<file path="src/rtl/dram_cycle_scheduler_pkg.sv">
// Shared types and default timing for the FastRAM DRAM cycle scheduler.
// Holds the FSM state encoding and the bank-to-RAS decode helper.
package dram_cycle_scheduler_pkg;

   localparam int DEF_REFRESH_INTERVAL = 109;  // 15.4us at 7.09MHz
   localparam int DEF_MAX_DEBT         = 4;
   localparam int DEF_RAS_PRE          = 2;
   localparam int REF_RAS_CYCLES       = 2;

   typedef enum logic [2:0] {
      ST_IDLE,
      ST_ACC_ROW,
      ST_ACC_COL,
      ST_ACC_CAS,
      ST_REF_CAS,
      ST_REF_RAS,
      ST_PRECHARGE
   } state_t;

   // Active-low row strobe pattern selecting exactly one bank.
   function automatic logic [3:0] bank_ras(input logic [1:0] bank);
      bank_ras = ~(4'b0001 << bank);
   endfunction

endpackage

</file>
<file path="src/rtl/dram_cycle_scheduler_refresh_timer.sv">
// Refresh interval timer plus a saturating count of owed refreshes.
// Debt rises each interval and falls when the scheduler enters REF_RAS.
module dram_cycle_scheduler_refresh_timer
   import dram_cycle_scheduler_pkg::*;
#(
   parameter int REFRESH_INTERVAL = DEF_REFRESH_INTERVAL,
   parameter int MAX_DEBT         = DEF_MAX_DEBT
) (
   input  logic       CLK,
   input  logic       RESETn,
   input  logic       ref_done,
   output logic [2:0] ref_debt
);

   localparam int            TIMER_W  = $clog2(REFRESH_INTERVAL);
   localparam logic [TIMER_W-1:0] RELOAD = TIMER_W'(REFRESH_INTERVAL - 1);
   localparam logic [2:0]    DEBT_MAX = 3'(MAX_DEBT);

   logic [TIMER_W-1:0] timer;
   logic               tick;

   assign tick = (timer == '0);

   // NOTE: sequential state is always written with non-blocking assignments so
   // every register samples pre-edge values regardless of statement order.
   always_ff @(posedge CLK or negedge RESETn) begin
      if (!RESETn) begin
         timer    <= RELOAD;
         ref_debt <= '0;
      end else begin
         timer <= tick ? RELOAD : timer - 1'b1;
         // A simultaneous tick and completed refresh cancel out.
         if (tick && !ref_done && ref_debt != DEBT_MAX)
            ref_debt <= ref_debt + 3'd1;
         else if (!tick && ref_done && ref_debt != '0)
            ref_debt <= ref_debt - 3'd1;
      end
   end

endmodule

</file>
<file path="src/rtl/dram_cycle_scheduler.sv">
// DRAM cycle scheduler: arbitrates Zorro II accesses against CAS-before-RAS
// refresh and drives registered RAS/CAS/mux/write-enable strobes.
module dram_cycle_scheduler
   import dram_cycle_scheduler_pkg::*;
#(
   parameter int REFRESH_INTERVAL = DEF_REFRESH_INTERVAL,
   parameter int MAX_DEBT         = DEF_MAX_DEBT,
   parameter int RAS_PRE          = DEF_RAS_PRE
) (
   input  logic       CLK,
   input  logic       RESETn,
   input  logic       ACC_REQ,
   input  logic [1:0] ACC_BANK,
   input  logic       ACC_UDSn,
   input  logic       ACC_LDSn,
   input  logic       ACC_RWn,
   output logic [3:0] RASn,
   output logic       UCASn,
   output logic       LCASn,
   output logic       MUX_COL,
   output logic       MEMWn,
   output logic       ACC_ACK,
   output logic [2:0] REF_DEBT
);

   localparam int CNT_MAX = (RAS_PRE > REF_RAS_CYCLES) ? RAS_PRE : REF_RAS_CYCLES;
   localparam int CNT_W   = (CNT_MAX > 1) ? $clog2(CNT_MAX) : 1;
   localparam logic [CNT_W-1:0] PRE_LOAD = CNT_W'(RAS_PRE - 1);
   localparam logic [CNT_W-1:0] REF_LOAD = CNT_W'(REF_RAS_CYCLES - 1);
   localparam logic [2:0]       DEBT_MAX = 3'(MAX_DEBT);

   state_t           state, next_state;
   logic [CNT_W-1:0] cnt, next_cnt;
   logic [1:0]       bank_q, acc_bank;
   logic             ref_done;

   logic [3:0] next_rasn;
   logic       next_ucasn, next_lcasn, next_mux_col, next_memwn, next_ack;

   // REF_CAS always advances to REF_RAS, so leaving it marks one refresh paid.
   assign ref_done = (state == ST_REF_CAS);

   dram_cycle_scheduler_refresh_timer #(
      .REFRESH_INTERVAL(REFRESH_INTERVAL),
      .MAX_DEBT        (MAX_DEBT)
   ) u_refresh_timer (
      .CLK     (CLK),
      .RESETn  (RESETn),
      .ref_done(ref_done),
      .ref_debt(REF_DEBT)
   );

   // The bank is captured while idle; ACC_ROW uses the live value at entry.
   assign acc_bank = (state == ST_IDLE) ? ACC_BANK : bank_q;

   // NOTE: every always_comb output gets a default first, so no path through
   // the case statements can leave a signal unassigned and infer a latch.
   always_comb begin
      next_state = state;
      next_cnt   = cnt;

      case (state)
         ST_IDLE: begin
            if (REF_DEBT == DEBT_MAX)  next_state = ST_REF_CAS;
            else if (ACC_REQ)          next_state = ST_ACC_ROW;
            else if (REF_DEBT != '0)   next_state = ST_REF_CAS;
         end
         ST_ACC_ROW:   next_state = ACC_REQ ? ST_ACC_COL : ST_PRECHARGE;
         ST_ACC_COL:   next_state = ACC_REQ ? ST_ACC_CAS : ST_PRECHARGE;
         ST_ACC_CAS:   if (!ACC_REQ) next_state = ST_PRECHARGE;
         ST_REF_CAS:   next_state = ST_REF_RAS;
         ST_REF_RAS:   if (cnt == '0) next_state = ST_PRECHARGE;
         ST_PRECHARGE: if (cnt == '0) next_state = ST_IDLE;
         default:      next_state = ST_IDLE;
      endcase

      if (next_state != state)
         next_cnt = (next_state == ST_REF_RAS) ? REF_LOAD : PRE_LOAD;
      else if (cnt != '0)
         next_cnt = cnt - 1'b1;
   end

   // Outputs are decoded from the state being entered so they register together with it.
   always_comb begin
      next_rasn    = 4'hF;
      next_ucasn   = 1'b1;
      next_lcasn   = 1'b1;
      next_mux_col = 1'b0;
      next_memwn   = 1'b1;
      next_ack     = 1'b0;

      case (next_state)
         ST_ACC_ROW: next_rasn = bank_ras(acc_bank);
         ST_ACC_COL: begin
            next_rasn    = bank_ras(acc_bank);
            next_mux_col = 1'b1;
            next_memwn   = ACC_RWn;
         end
         ST_ACC_CAS: begin
            next_rasn    = bank_ras(acc_bank);
            next_mux_col = 1'b1;
            next_memwn   = MEMWn;
            next_ucasn   = ACC_UDSn;
            next_lcasn   = ACC_LDSn;
            next_ack     = 1'b1;
         end
         ST_REF_CAS: begin
            next_ucasn = 1'b0;
            next_lcasn = 1'b0;
         end
         ST_REF_RAS: begin
            next_rasn  = 4'h0;
            next_ucasn = 1'b0;
            next_lcasn = 1'b0;
         end
         default: ;
      endcase
   end

   always_ff @(posedge CLK or negedge RESETn) begin
      if (!RESETn) begin
         state   <= ST_IDLE;
         cnt     <= '0;
         bank_q  <= '0;
         RASn    <= 4'hF;
         UCASn   <= 1'b1;
         LCASn   <= 1'b1;
         MUX_COL <= 1'b0;
         MEMWn   <= 1'b1;
         ACC_ACK <= 1'b0;
      end else begin
         state   <= next_state;
         cnt     <= next_cnt;
         if (state == ST_IDLE) bank_q <= ACC_BANK;
         RASn    <= next_rasn;
         UCASn   <= next_ucasn;
         LCASn   <= next_lcasn;
         MUX_COL <= next_mux_col;
         MEMWn   <= next_memwn;
         ACC_ACK <= next_ack;
      end
   end

endmodule
</file>
<file path="config.mk">
export PLATFORM = sky130hd
export DESIGN_NAME = dram_cycle_scheduler
export DESIGN_NICKNAME = d
export VERILOG_FILES = /design/src/rtl/dram_cycle_scheduler_pkg.sv /design/src/rtl/dram_cycle_scheduler_refresh_timer.sv /design/src/rtl/dram_cycle_scheduler.sv
export SDC_FILE = /design/constraint.sdc
export NUM_CORES = 1
export LEC_CHECK = 0
export ABC_AREA = 1
export CELL_PAD_IN_SITES_DETAIL_PLACEMENT = 1
export CELL_PAD_IN_SITES_GLOBAL_PLACEMENT = 1
export CORE_MARGIN = 2
export CORE_UTILIZATION = 41
export CTS_CLUSTER_DIAMETER = 150
export DETAILED_ROUTE_END_ITERATION = 10
export DONT_BUFFER_PORTS = 1
export HOLD_SLACK_MARGIN = 0.1
export PLACE_DENSITY_LB_ADDON = 0.1
export RECOVER_POWER = 25
export SYNTH_ARGS = -nofsm -noshare
export SYNTH_HDL_FRONTEND = slang
export SYNTH_SLANG_ARGS = --single-unit
</file>
<file path="constraint.sdc">
create_clock -name CLK -period 1.83 [get_ports CLK]
set_input_delay 0.2745 -clock CLK [delete_from_list [all_inputs] [get_ports CLK]]
set_output_delay 0.2745 -clock CLK [all_outputs]
set_load 0.01 [all_outputs]
</file>
Word-level counts from Yosys, hierarchy flattened
Index checks and enable logic that the tools add are counted.
- output and inout port bits: 12
- logic and storage cells: 65
- register bits: 25
- input port bits: 8
- muxes and demuxes: 21
- equality and inequality tests: 14
- shift-type cells: 1
- bitwise logic cells: 1
- reductions and logical operators: 13
- $add $sub $neg: 4
- operators with widths (kind ; number):
    3-bit two-way mux ; 10
    3-bit case mux with 7 select lines ; 1
    3-bit == test (second input constant) ; 6
    3-bit by 2-bit == test with 1-bit output (second input constant) ; 4
    4-bit case mux with 2 select lines ; 1
    7-bit logical NOT ; 1
    7-bit two-way mux ; 1
    7-bit by 1-bit subtractor with 7-bit output (second input constant) ; 1
    3-bit by 1-bit == test with 1-bit output (second input constant) ; 2
    1-bit case mux with 2 select lines ; 3
    1-bit logical AND ; 4
    1-bit two-way mux ; 4
    4-bit inverter ; 1
    2-bit OR reduction ; 2
    1-bit by 2-bit left shift with 4-bit output (first input constant) ; 1
    3-bit by 1-bit adder with 3-bit output (second input constant) ; 1
    3-bit logical NOT ; 1
    3-bit != test ; 1
    3-bit != test (second input constant) ; 1
    3-bit nonzero test ; 1
    3-bit OR reduction ; 1
    3-bit by 1-bit subtractor with 3-bit output (second input constant) ; 1
    1-bit logical NOT ; 2
    2-bit two-way mux ; 1
    other kinds (2) ; 2

Longest topological paths before layout
Gate-level depths: netlist of run 1.
- depth in word-level cells: 8
- gate-level depth with buffers: 10
- mapped depth without buffers: 10

Hierarchy
A second synthesis of run 1 with hierarchy kept.
- cells, all modules: 154
- area total of the unflattened synthesis: 1322.5 µm²
- by module, submodules not included (module ; cells each ; times used ; seq. area each (µm²) ; area each (µm²)):
    dram_cycle_scheduler ; 90 ; 1 ; 384.1 ; 757.0
    dram_cycle_scheduler_refresh_timer ; 64 ; 1 ; 255.2 ; 565.5

Least setup slack after synthesis of run 1
Ideal clock, no wire load.
- path type: reg-to-reg
- start point: reg u_refresh_timer.timer[0]
- end point: reg u_refresh_timer.ref_debt[2]
- buffers on the path: 0
- stages on the path, launching flop included: 10
- path slack: 69 ps
- library setup time: 117 ps
- data arrival time: 1644 ps
- data required time: 1713 ps
- cells stage by stage: dfrtp_1 -> inv_1 -> ha_1 -> nand3_1 -> nor2_2 -> nand2_2 -> fa_1 -> nand3b_1 -> nand3_1 -> nand2_1
- longest elaborated chain between the ends: 5
- elaborated cells on any way between the ends: 8
- classes of those cells: mux (1); reduce/logical (7)
- RTL lines (item ; line ; RTL):
    start: declaration ; dram_cycle_scheduler_refresh_timer.sv:19 ; logic [TIMER_W-1:0] timer;
    start signal: assignment ; dram_cycle_scheduler_refresh_timer.sv:31 ; timer <= tick ? RELOAD : timer - 1'b1;
    7-bit logical NOT * ; dram_cycle_scheduler_refresh_timer.sv:22 ; assign tick = (timer == '0);
    1-bit logical NOT ; dram_cycle_scheduler_refresh_timer.sv:35 ; else if (!tick && ref_done && ref_debt != '0)
    1-bit logical AND (2 in a row) ; dram_cycle_scheduler_refresh_timer.sv:35 ;
    2-bit nonzero test (no source line) ; -- ;
    end signal: assignment ; dram_cycle_scheduler_refresh_timer.sv:34 ; ref_debt <= ref_debt + 3'd1;
    end signal: assignment ; dram_cycle_scheduler_refresh_timer.sv:36 ; ref_debt <= ref_debt - 3'd1;
    end: declaration ; dram_cycle_scheduler_refresh_timer.sv:12 ; output logic [2:0] ref_debt
Every way passes the cells marked *; elsewhere a longest branch is shown, timed or not.
A chain may end at the register's enable or synchronous reset.

Worst setup path after layout of run 1
- start point: reg u_refresh_timer.timer[1]
- end point: reg u_refresh_timer.ref_debt[2]
The elaborated chain is that of the path after synthesis.

==> run summary, run 1 <==
Synth Flop Type -> dfrtp_1
most numerous cell in the Yosys netlist -> nand2_1
clock latency on the worst-skew pair -> 0.33 ns
synth warn -> 0
Max-Slew Margin vs Limit -> 28.4%
initial antenna violation count -> 0
worst-margin pin slew -> 1.07 ns
total of max-cap violations -> 0
# IOs -> 20
Num CTS Buffers -> 3
Endpoint, Worst Hold -> bank_q[1]
final instance area -> 0.00147 mm^2
GRT Residual Overflow -> 0
CTS tree -> done
# clock sinks -> 25
Critical Path End Type -> flip-flop
Critical Path AT -> 1.94 ns
Synth cell types -> 24
# diodes -> 0
PnR worst setup slack -> 0.121 ns
crit path max fanout -> 2
worst hold path type -> input pin to flip-flop
# rows -> 20
fmax -> 585 MHz
status -> finished, final reports clean
Remaining DRCs -> 0
P per Cell Area -> 1390 mW/mm^2
height of the die -> 59.9 um
Clock transition at path regs -> 0.15 ns
leakage power -> 0.715 nW
reg-to-reg endpoint -> u_refresh_timer.ref_debt[2]
drt wl/cell -> 13.3 um
DP HPWL -> 2010 um
top post-synthesis cells by count -> nand2_1, dfrtp_1, inv_1, nand3_1, dfstp_2
Synth top area share -> 27.4%
crit share post-route -> 93.4%
required time of the critical path -> 2.06 ns
Post-synth ARST share -> 100%
crit path time final -> 1.71 ns
# setup viols final -> 0
Total Power -> 2.04 mW
vias -> 977
maximum number of pins on one net before global-route repair -> 26
Post-Synthesis Cell Area -> 0.00128 mm^2
die area -> 0.00359 mm^2
Initial Util -> 42.6%
reg2reg path depth -> 9
Final GP Congestion -> 0.800
dpl cell area -> 0.00137 mm^2
worst slack, placed -> 0.0414 ns
Total GRT Usage -> 16.3%
Core ar. -> 0.00300 mm^2
EDFF count, synth -> 0
Avg Inst Size Synth -> 8.83 um^2
worst hold path cell count -> 2
fin cells -> 194
highest metal used -> met4
Hold WS -> 0.108 ns
maximum VDD drop -> 0.879 mV
PortBufs -> 0
placed insts -> 184
Startpoint Class -> flip-flop
drt pass-1 iters -> 2
post-layout util -> 48.9%
Root Buffer Master -> clkbuf_4
Hold Fails Final Rpt -> 0
number of synthesized register bits -> 25
hold path startpoint -> ACC_BANK[1]
met2 routed WL -> 1210 um
Worst Path Class, Setup -> flip-flop to flip-flop
Bufs on Longest Clock Path -> 2
RSZ-0062 raised after global routing -> false
met3 WL post-DR -> 115 um
post-route ant nets -> 0
area added between synthesis and finish -> 14.8%
Die W -> 59.9 um
via density per instance -> 5.04
R2R setup slack -> 0.12 ns
Final TNS setup -> 0 ns
share of cells above drive strength 1 -> 35.4%
nets -> 172
register area share after synthesis -> 50.0%
first-pass GRT wire length -> 4370 um
vias in the first global route -> 983
WL final -> 2580 um
leading area contributor after synthesis -> dfrtp_1
Post-Route Skew -> 0.0109 ns
cells after synthesis -> 145
DRT iter0 DRCs -> 18
max-slew violations -> 0
H-tree levels -> 1
top area cells in the synthesized netlist -> dfrtp_1, dfstp_2, nand2_1
met1 wire length -> 1230 um
Mapped Nets -> 155
worst r2r src -> u_refresh_timer.timer[1]
-- what timing repair did --
action                                 in CTS  in global routing
setup endpoints to repair                   0                  1
endpoints found under the hold margin      29                  0
gates resized for setup                     0                  7
hold buffers                                5                  0
buffers inserted                            0                  1
-- cell type report --
| type | count | area [um^2] |
|---|---|---|
| Multi-Input combinational cell | 99 | 578 |
| Clock buffer | 3 | 22.5 |
| Clock inverter | 1 | 6.26 |
| Tap cell | 33 | 41.3 |
| Timing Repair Buffer | 12 | 103 |
| Fill cell | 365 | 1530 |
| Sequential cell | 25 | 639 |
| Inverter | 21 | 78.8 |
-- per-layer routing --
layer | track usage (%) | vias up
met5 | 0 | -
met4 | 3.81 | 0
met3 | 4.98 | 4
met2 | 25.6 | 17
met1 | 22.1 | 473
li1 | - | 483
-- logic make-up after synthesis --
logic type	after synthesis	synth area share, %
DFF	25	50.0
and+or+nand+nor	82	31.5
adders and majority gates	2	2.54
buffers and inverters	21	6.16
AOI/OAI and AO/OA	13	7.92
xor gates and xnor gates	2	1.96
-- power breakdown --
group / switching, mW / leakage [nW] / internal [mW]
Combinational: 0.592 / 0.407 / 0.302
Sequential: 0.134 / 0.290 / 0.759
Clock: 0.172 / 0.0183 / 0.0852
Total: 0.898 / 0.715 / 1.15
-- critical path, stage by stage (launching register included) --
cell      delay, ns
dfrtp_1        0.40
inv_2          0.08
ha_4           0.14
nand3_2        0.10
nor2_4         0.14
nand2_2        0.07
fa_2           0.34
nand3b_1       0.19
nand3_1        0.10
nand2_1        0.05
-- worst max-delay path by stage --
stage	from	endpoint	slack, ns	depth (start not counted)
2_1_floorplan	u_refresh_timer.timer[0]	u_refresh_timer.ref_debt[2]	0.07	9
5_1_grt	u_refresh_timer.timer[1]	u_refresh_timer.ref_debt[2]	0.007	10
3_5_place_dp	u_refresh_timer.timer[0]	u_refresh_timer.ref_debt[2]	0.04	9
6_report	u_refresh_timer.timer[1]	u_refresh_timer.ref_debt[2]	0.12	9
4_1_cts	u_refresh_timer.timer[0]	u_refresh_timer.ref_debt[2]	0.02	9
3_3_place_gp	u_refresh_timer.timer[0]	u_refresh_timer.ref_debt[2]	0.15	9
-- cells in the final DEF (no fill, tap or decap), drive strengths merged --
master	n
a21boi	1
a21oi	4
buf	7
clkbuf	3
dfrtp	14
dfstp	11
dlygate4sd3	5
fa	1
ha	1
inv	22
nand2	48
nand3	14
nand3b	3
nand4	1
nor2	15
o21ai	8
or2	1
xor2	2
-- flip-flops by register name, summed over array words and instances (netlist names) --
| register | count |
|---|---|
| MUX_COL | 1 |
| MEMWn | 1 |
| ACC_ACK | 1 |
| u_refresh_timer.timer | 7 |
| UCASn | 1 |
| LCASn | 1 |
| u_refresh_timer.ref_debt | 3 |
| cnt | 1 |
| RASn | 4 |
| bank_q | 2 |
| state | 3 |
Power figures use the tool's default switching activity.
==> run 2: changes to the inputs <==
--- a/config.mk
+++ b/config.mk
@@ -9,7 +9,7 @@
 export CELL_PAD_IN_SITES_DETAIL_PLACEMENT = 1
 export CELL_PAD_IN_SITES_GLOBAL_PLACEMENT = 1
 export CORE_MARGIN = 2
-export CORE_UTILIZATION = 41
+export CORE_UTILIZATION = 46
 export CTS_CLUSTER_DIAMETER = 150
 export DETAILED_ROUTE_END_ITERATION = 10
 export DONT_BUFFER_PORTS = 1
==> constraint.sdc (replaced) <==
create_clock -name CLK -period 1.7 [get_ports CLK]
set_input_delay 0.255 -clock CLK [delete_from_list [all_inputs] [get_ports CLK]]
set_output_delay 0.255 -clock CLK [all_outputs]
set_load 0.01 [all_outputs]
==> run 2 against run 1 <==
Net effect:
- the flow now finishes with violations (setup timing)
- sequential share of layout area is 2.9 points lower
- clock skew down 0.0022 ns
- wire length up 16%
- setup slack got worse by 0.14 ns
- final cell count increased by 4.1%
- via count is 6.3% higher
- die area is 10% lower
- critical path depth increased by 1
- sequential power grew 5.3%
- maximum frequency is 0.61% lower
- utilization rose by 9.2 points
- final area up 7.2%
==> run summary, run 2 (same netlist as run 1, synthesis figures left out) <==
Die W -> 56.8 um (-5.2%)
fmax -> 582 MHz (-0.61%)
RSZ-0062 raised after global routing -> true
H-tree levels -> 1 (unchanged)
Startpoint Class -> flip-flop
DP HPWL -> 2130 um (+5.8%)
height of the die -> 56.8 um (-5.2%)
reg2reg path depth -> 10 (+1)
crit path time final -> 1.72 ns (+0.0106 ns)
total of max-cap violations -> 0 (unchanged)
first-pass GRT wire length -> 5120 um (+17%)
clock latency on the worst-skew pair -> 0.33 ns (about the same)
via density per instance -> 5.14 (+2.1%)
Reg with most FFs -> u_refresh_timer.timer
commonest non-fill, non-tap cell in the layout -> nand2_1
dpl cell area -> 0.00142 mm^2 (+3.7%)
die area -> 0.00322 mm^2 (-10%)
Num CTS Buffers -> 3 (unchanged)
crit path launch -> u_refresh_timer.timer[0]
Worst Path Class, Setup -> flip-flop to flip-flop
Critical Path End Type -> flip-flop
Bufs on Longest Clock Path -> 2 (unchanged)
drt pass-1 iters -> 4 (+2)
status -> finished with violations
initial antenna violation count -> 0 (unchanged)
# rows -> 19 (-5.0%)
GRT Residual Overflow -> 0 (unchanged)
Critical Path AT -> 2.00 ns (+0.06 ns)
Clock transition at path regs -> 0.16 ns (about the same)
worst r2r src -> u_refresh_timer.timer[0]
WL final -> 3000 um (+16%)
nets -> 182 (+5.8%)
PnR worst setup slack -> -0.0193 ns (-0.141 ns)
Endpoint, Worst Hold -> ACC_ACK
worst hold path cell count -> 2 (unchanged)
leakage power -> 0.766 nW (+7.1%)
crit share post-route -> 101% (+7.8 points)
hold path startpoint -> ACC_REQ
PortBufs -> 0 (unchanged)
# diodes -> 0 (unchanged)
most frequent cells in the layout -> nand2_1, buf_4, dfrtp_1
area added between synthesis and finish -> 23.0%
Total GRT Usage -> 20.7% (+4.3 points)
P per Cell Area -> 1460 mW/mm^2 (+4.9%)
Core ar. -> 0.00271 mm^2 (-9.7%)
Max-Slew Margin vs Limit -> 24.5% (-3.9 points)
crit path max fanout -> 3 (+1)
Post-Route Skew -> 0.00868 ns (-0.00224 ns)
placed insts -> 187 (+1.6%)
worst hold path type -> input pin to flip-flop
maximum number of pins on one net before global-route repair -> 26 (unchanged)
# clock sinks -> 25 (unchanged)
DRT iter0 DRCs -> 29 (+11)
drt wl/cell -> 14.9 um (+12%)
CTS tree -> done
maximum VDD drop -> 1.14 mV (+30%)
Initial Util -> 47.2% (+4.6 points)
Hold Fails Final Rpt -> 0 (unchanged)
max-slew violations -> 0 (unchanged)
vias -> 1039 (+6.3%)
Final GP Congestion -> 0.867 (+8.4%)
reg-to-reg endpoint -> u_refresh_timer.ref_debt[2]
share of cells above drive strength 1 -> 39.8% (+4.4 points)
vias in the first global route -> 1130 (+15%)
required time of the critical path -> 1.98 ns (-0.08 ns)
worst-margin pin slew -> 1.13 ns (+0.0626 ns)
largest registers -> u_refresh_timer.timer x7, RASn x4
max reg flops -> 7 (unchanged)
# IOs -> 20 (unchanged)
failing checks -> setup timing
Root Buffer Master -> clkbuf_4
Remaining DRCs -> 0 (unchanged)
R2R setup slack -> -0.02 ns (-0.14 ns)
post-route ant nets -> 0 (unchanged)
filler cell count -> 329 (-9.9%)
# setup viols final -> 1 (+1)
fin cells -> 202 (+4.1%)
final instance area -> 0.00157 mm^2 (+7.2%)
run 2: cell types whose count changed in the layout (fill, tap and decap cells not counted):
cell | previous run | this run
nor2_1 | 10 | 9
dlymetal6s4s_1 | 0 | 1
buf_4 | 7 | 15
clkinvlp_4 | 0 | 1
a21oi_2 | 2 | 3
dlygate4sd3_1 | 5 | 6
a21oi_1 | 2 | 1
nand3_1 | 13 | 12
nand3_4 | 0 | 1
nor2_4 | 3 | 4
inv_4 | 1 | 0
run 2: timing repair:
action,in CTS,in global routing
setup endpoints to repair,1,3
resized for setup,1,5
endpoints found under the hold margin,30,0
buffers inserted,2,2
pin swaps,1,5
hold buffers,7,0
run 2: final cells by class:
| type | instances | area, um^2 | share of cell area [%] |
|---|---|---|---|
| Sequential cell | 25 | 639 | 40.6 |
| Tap cell | 31 | 38.8 | 2.46 |
| Multi-Input combinational cell | 99 | 602 | 38.2 |
| Inverter | 21 | 78.8 | 5.01 |
| Timing Repair Buffer | 22 | 185 | 11.8 |
| Clock inverter | 1 | 7.51 | 0.477 |
| Clock buffer | 3 | 22.5 | 1.43 |
run 2: how the worst max path moves through the flow:
stage	endpoint	slack, ns	depth (start not counted)
3_5_place_dp	u_refresh_timer.ref_debt[2]	-0.008	9
6_report	u_refresh_timer.ref_debt[2]	-0.02	10
5_1_grt	u_refresh_timer.ref_debt[2]	-0.14	10
2_1_floorplan	u_refresh_timer.ref_debt[2]	0.03	9
3_3_place_gp	u_refresh_timer.ref_debt[2]	0.05	9
4_1_cts	u_refresh_timer.ref_debt[2]	0.003	10
run 2: routing by layer:
layer	vias to the layer above	global-route usage, %	routed length (um)
met1	514	25.9	1250
met4	0	7.97	43
met5	-	0	0
met2	18	36.4	1630
li1	503	-	-
met3	4	2.30	76
run 2: per-stage QoR:
stage | utilization (%) | worst slack [ns] | power, mW | hold WS (ns) | TNS, ns
detailed placement | 52.3 | -0.00788 | 2.01 | -0.0399 | -0.00788
global route | 58.1 | -0.144 | 2.52 | 0.120 | -0.242
global placement | 52.3 | 0.0510 | 1.96 | -0.0400 | 0
finish | 58.1 | -0.0193 | 2.30 | 0.131 | -0.0193
CTS | 56.9 | 0.00319 | 2.33 | 0.127 | 0
floorplan | - | 0.0256 | 1.73 | -0.0406 | 0
run 2: power by group:
part / switching [mW] / internal, mW / total (mW)
clock network: 0.199 / 0.0899 / 0.289
logic: 0.692 / 0.377 / 1.07
registers: 0.122 / 0.817 / 0.939
total: 1.01 / 1.28 / 2.30
run 2: critical path, stage by stage (launching register included):
cell and delay (ns):
dfrtp_1 0.42, inv_2 0.08, ha_4 0.15, nand3_4 0.08, nor2_4 0.13, nand2_2 0.08
fa_2 0.35, nand3b_1 0.19, nand2_1 0.09, nand2_1 0.05, nand2_1 0.05
==> run 3: changes to the inputs <==
--- a/config.mk
+++ b/config.mk
@@ -18,4 +18,5 @@
 export RECOVER_POWER = 25
 export SYNTH_ARGS = -nofsm -noshare
 export SYNTH_HDL_FRONTEND = slang
+export SYNTH_HIERARCHICAL = 1
 export SYNTH_SLANG_ARGS = --single-unit
==> run 3 against run 2 <==
Net effect:
- the flow now finishes without violations
- via count down 0.29%
- non-clock buffer count decreased by 4
- final area is essentially flat
- clock skew down 0.0056 ns
- largest cell class unchanged
- synthesized area rose by 3.3%
- highest routed layer unchanged
- largest power group unchanged
==> run summary, run 3 <==
status -> finished, final reports clean
Initial Util -> 48.4% (+1.1 points)
post-route ant nets -> 0 (unchanged)
DRT iter0 DRCs -> 38 (+31%)
crit-path cells -> inv_2 > ha_4 > inv_2 > nor2_4 > nand3_4 > clkinv_4 > nand3_4 > fa_2 > nand3_2 > nand2_2 > nand2_1 > nand2_1 > nand2_1
most used cell, CP -> nand2_1
drt pass-1 iters -> 4 (unchanged)
# IOs -> 20 (unchanged)
DP HPWL -> 2210 um (+3.7%)
register area share after synthesis -> 48.3% (-1.6 points)
leakage power -> 0.733 nW (-4.2%)
share of cells above drive strength 1 -> 35.8% (-4.0 points)
clock latency on the worst-skew pair -> 0.32 ns (about the same)
EDFF count, synth -> 0 (unchanged)
Post-synth ARST share -> 100% (unchanged)
Avg Inst Size Synth -> 8.59 um^2 (-2.7%)
synth warn -> 6 (+6)
fmax -> 589 MHz (+1.2%)
Reg with most FFs -> u_refresh_timer/timer
# clock sinks -> 25 (unchanged)
number of synthesized register bits -> 25 (unchanged)
largest registers -> u_refresh_timer/timer x7, RASn x4
final instance area -> 0.00157 mm^2 (about the same)
Hold WS -> 0.133 ns (+0.00200 ns)
P per Cell Area -> 1430 mW/mm^2 (-1.8%)
maximum VDD drop -> 0.998 mV (-12%)
Mapped Nets -> 165 (+6.5%)
Hold Fails Final Rpt -> 0 (unchanged)
Final GP Congestion -> 0.735 (-15%)
CTS tree -> done
dpl cell area -> 0.00143 mm^2 (+1.2%)
Total GRT Usage -> 18.7% (-2.0 points)
vias -> 1036 (-0.29%)
Crit path largest cell delay -> 0.42 ns (about the same)
Synth top area share -> 26.5% (-0.88 points)
PortBufs -> 0 (unchanged)
Critical-path top delay cell -> dfrtp_1
Die W -> 57.6 um (+1.5%)
filler cell count -> 334 (+1.5%)
# diodes -> 0 (unchanged)
Critical Path AT -> 1.97 ns (-0.03 ns)
Root Buffer Master -> clkbuf_4
first-pass GRT wire length -> 4800 um (-6.3%)
crit share post-route -> 99.9% (-1.2 points)
required time of the critical path -> 1.97 ns (about the same)
height of the die -> 57.6 um (+1.5%)
nets -> 188 (+3.3%)
GRT Residual Overflow -> 0 (unchanged)
Bufs on Longest Clock Path -> 2 (unchanged)
maximum number of pins on one net before global-route repair -> 26 (unchanged)
vias in the first global route -> 1111 (-1.7%)
total of max-cap violations -> 0 (unchanged)
max reg flops -> 7 (unchanged)
Critical Path End Type -> flip-flop
top post-synthesis cells by count -> nand2_1, inv_1, dfrtp_1
commonest non-fill, non-tap cell in the layout -> nand2_1
Num CTS Buffers -> 3 (unchanged)
H-tree levels -> 1 (unchanged)
Clock transition at path regs -> 0.15 ns (about the same)
max-slew violations -> 0 (unchanged)
Startpoint Class -> flip-flop
worst-margin pin slew -> 1.09 ns (-0.0390 ns)
placed insts -> 192 (+2.7%)
Remaining DRCs -> 0 (unchanged)
WL final -> 2920 um (-2.8%)
Post-Synthesis Cell Area -> 0.00132 mm^2 (+3.3%)
Synth cell types -> 24 (unchanged)
Worst Path Class, Setup -> flip-flop to flip-flop
# rows -> 19 (unchanged)
cells after synthesis -> 154 (+6.2%)
Max-Slew Margin vs Limit -> 27.1% (+2.6 points)
Post-Route Skew -> 0.00312 ns (-0.00556 ns)
# setup viols final -> 0 (-1)
top area cells in the synthesized netlist -> dfrtp_1, dfstp_2, nand2_1
crit path time final -> 1.70 ns (-0.0205 ns)
die area -> 0.00332 mm^2 (+3.1%)
via density per instance -> 5.00 (-2.7%)
drt wl/cell -> 14.1 um (-5.2%)
Core ar. -> 0.00273 mm^2 (+0.88%)
area added between synthesis and finish -> 18.9%
initial antenna violation count -> 0 (unchanged)
crit path max fanout -> 2 (-1)
most frequent cells in the layout -> nand2_1, dfrtp_1, inv_1, nor2_1
most numerous cell in the Yosys netlist -> nand2_1
fin cells -> 207 (+2.5%)
Synth Flop Type -> dfrtp_1
leading area contributor after synthesis -> dfrtp_1
worst hold path type -> input pin to flip-flop
RSZ-0062 raised after global routing -> true
-- run 3: cell types whose count changed in the layout (fill, tap and decap cells not counted), moves of 2 or more --
| cell | before | now |
|---|---|---|
| a21oi_1 | 1 | 4 |
| a21oi_2 | 3 | 0 |
| buf_4 | 15 | 11 |
| nand2_1 | 39 | 45 |
| nand3_1 | 12 | 10 |
| nand3_4 | 1 | 3 |
| nand3b_1 | 3 | 0 |
| nor2_1 | 9 | 12 |
-- run 3: cells by family (layout without fill, tap and decap cells) --
| group | count (synthesis) | in the layout | synth area share (%) |
|---|---|---|---|
| adder cells (fa/ha/maj) | 3 | 3 | 3.41 |
| flip-flops | 25 | 25 | 48.3 |
| AND/OR/NAND/NOR | 89 | 89 | 34.3 |
| AO/OA/AOI/OAI | 14 | 14 | 7.00 |
| buffers and inverters | 23 | 45 | 6.91 |
-- run 3: per-layer routing --
metal | GRT usage (%) | routed length, um | up-vias
li1 | - | - | 521
met1 | 22.4 | 1270 | 500
met2 | 35.1 | 1570 | 13
met3 | 2.46 | 65 | 2
met4 | 4.98 | 9 | 0
met5 | 0 | 0 | -
-- run 3: power breakdown --
group | total [mW] | switching [mW] | leakage, nW | internal, mW
Combinational | 1.00 | 0.653 | 0.432 | 0.349
Sequential | 0.973 | 0.136 | 0.288 | 0.837
Clock | 0.279 | 0.190 | 0.0139 | 0.0898
-- run 3: what timing repair did --
item,in CTS,in global routing
pin swaps,2,1
hold buffers,7,0
endpoints found under the setup margin,2,2
cloned,0,0
gates resized for setup,0,4
setup buffers,3,1
endpoints found under the hold margin,30,0
-- run 3: worst paths after layout --
check	startpoint	end	slack [ns]	depth (start not counted)
setup / recovery	u_refresh_timer/timer[0]	u_refresh_timer/ref_debt[2]	0.001	13
hold / removal	ACC_REQ	ACC_ACK	0.13	2
setup reg to reg	u_refresh_timer/timer[0]	u_refresh_timer/ref_debt[2]	0.001	13
hold reg to reg	u_refresh_timer/timer[0]	u_refresh_timer/timer[0]	0.47	1
max in group asynchronous	RESETn	state[0]	0.24	2
min in group asynchronous	RESETn	u_refresh_timer/timer[4]	0.74	2
-- run 3: worst max-delay path, delay by kind of cell (launching register included) --
| kind | cells | cell delay, ns |
|---|---|---|
| DFF | 1 | 0.42 |
| adders and majority gates | 2 | 0.48 |
| buffers and inverters | 3 | 0.17 |
| and+or+nand+nor | 8 | 0.56 |
-- run 3: stage by stage --
stage,total power [mW],utilization [%],setup TNS (ns),setup WS [ns]
floorplan,1.73,-,0,0.000656
global placement,1.92,52.4,0,0.0490
detailed placement,1.97,52.4,-0.0447,-0.0447
CTS,2.29,57.3,0,0.000840
global route,2.44,57.5,-0.0807,-0.0739
finish,2.25,57.5,0,0.00112
-- run 3: layout make-up --
| cell class | instances | area [um^2] | share of cell area (%) |
|---|---|---|---|
| sequential | 25 | 641 | 40.7 |
| multi-input combinational | 106 | 617 | 39.2 |
| timing repair buffer | 18 | 155 | 9.86 |
| inverter | 23 | 91.3 | 5.81 |
| tap | 31 | 38.8 | 2.47 |
| clock buffer | 3 | 22.5 | 1.43 |
| clock inverter | 1 | 7.51 | 0.477 |
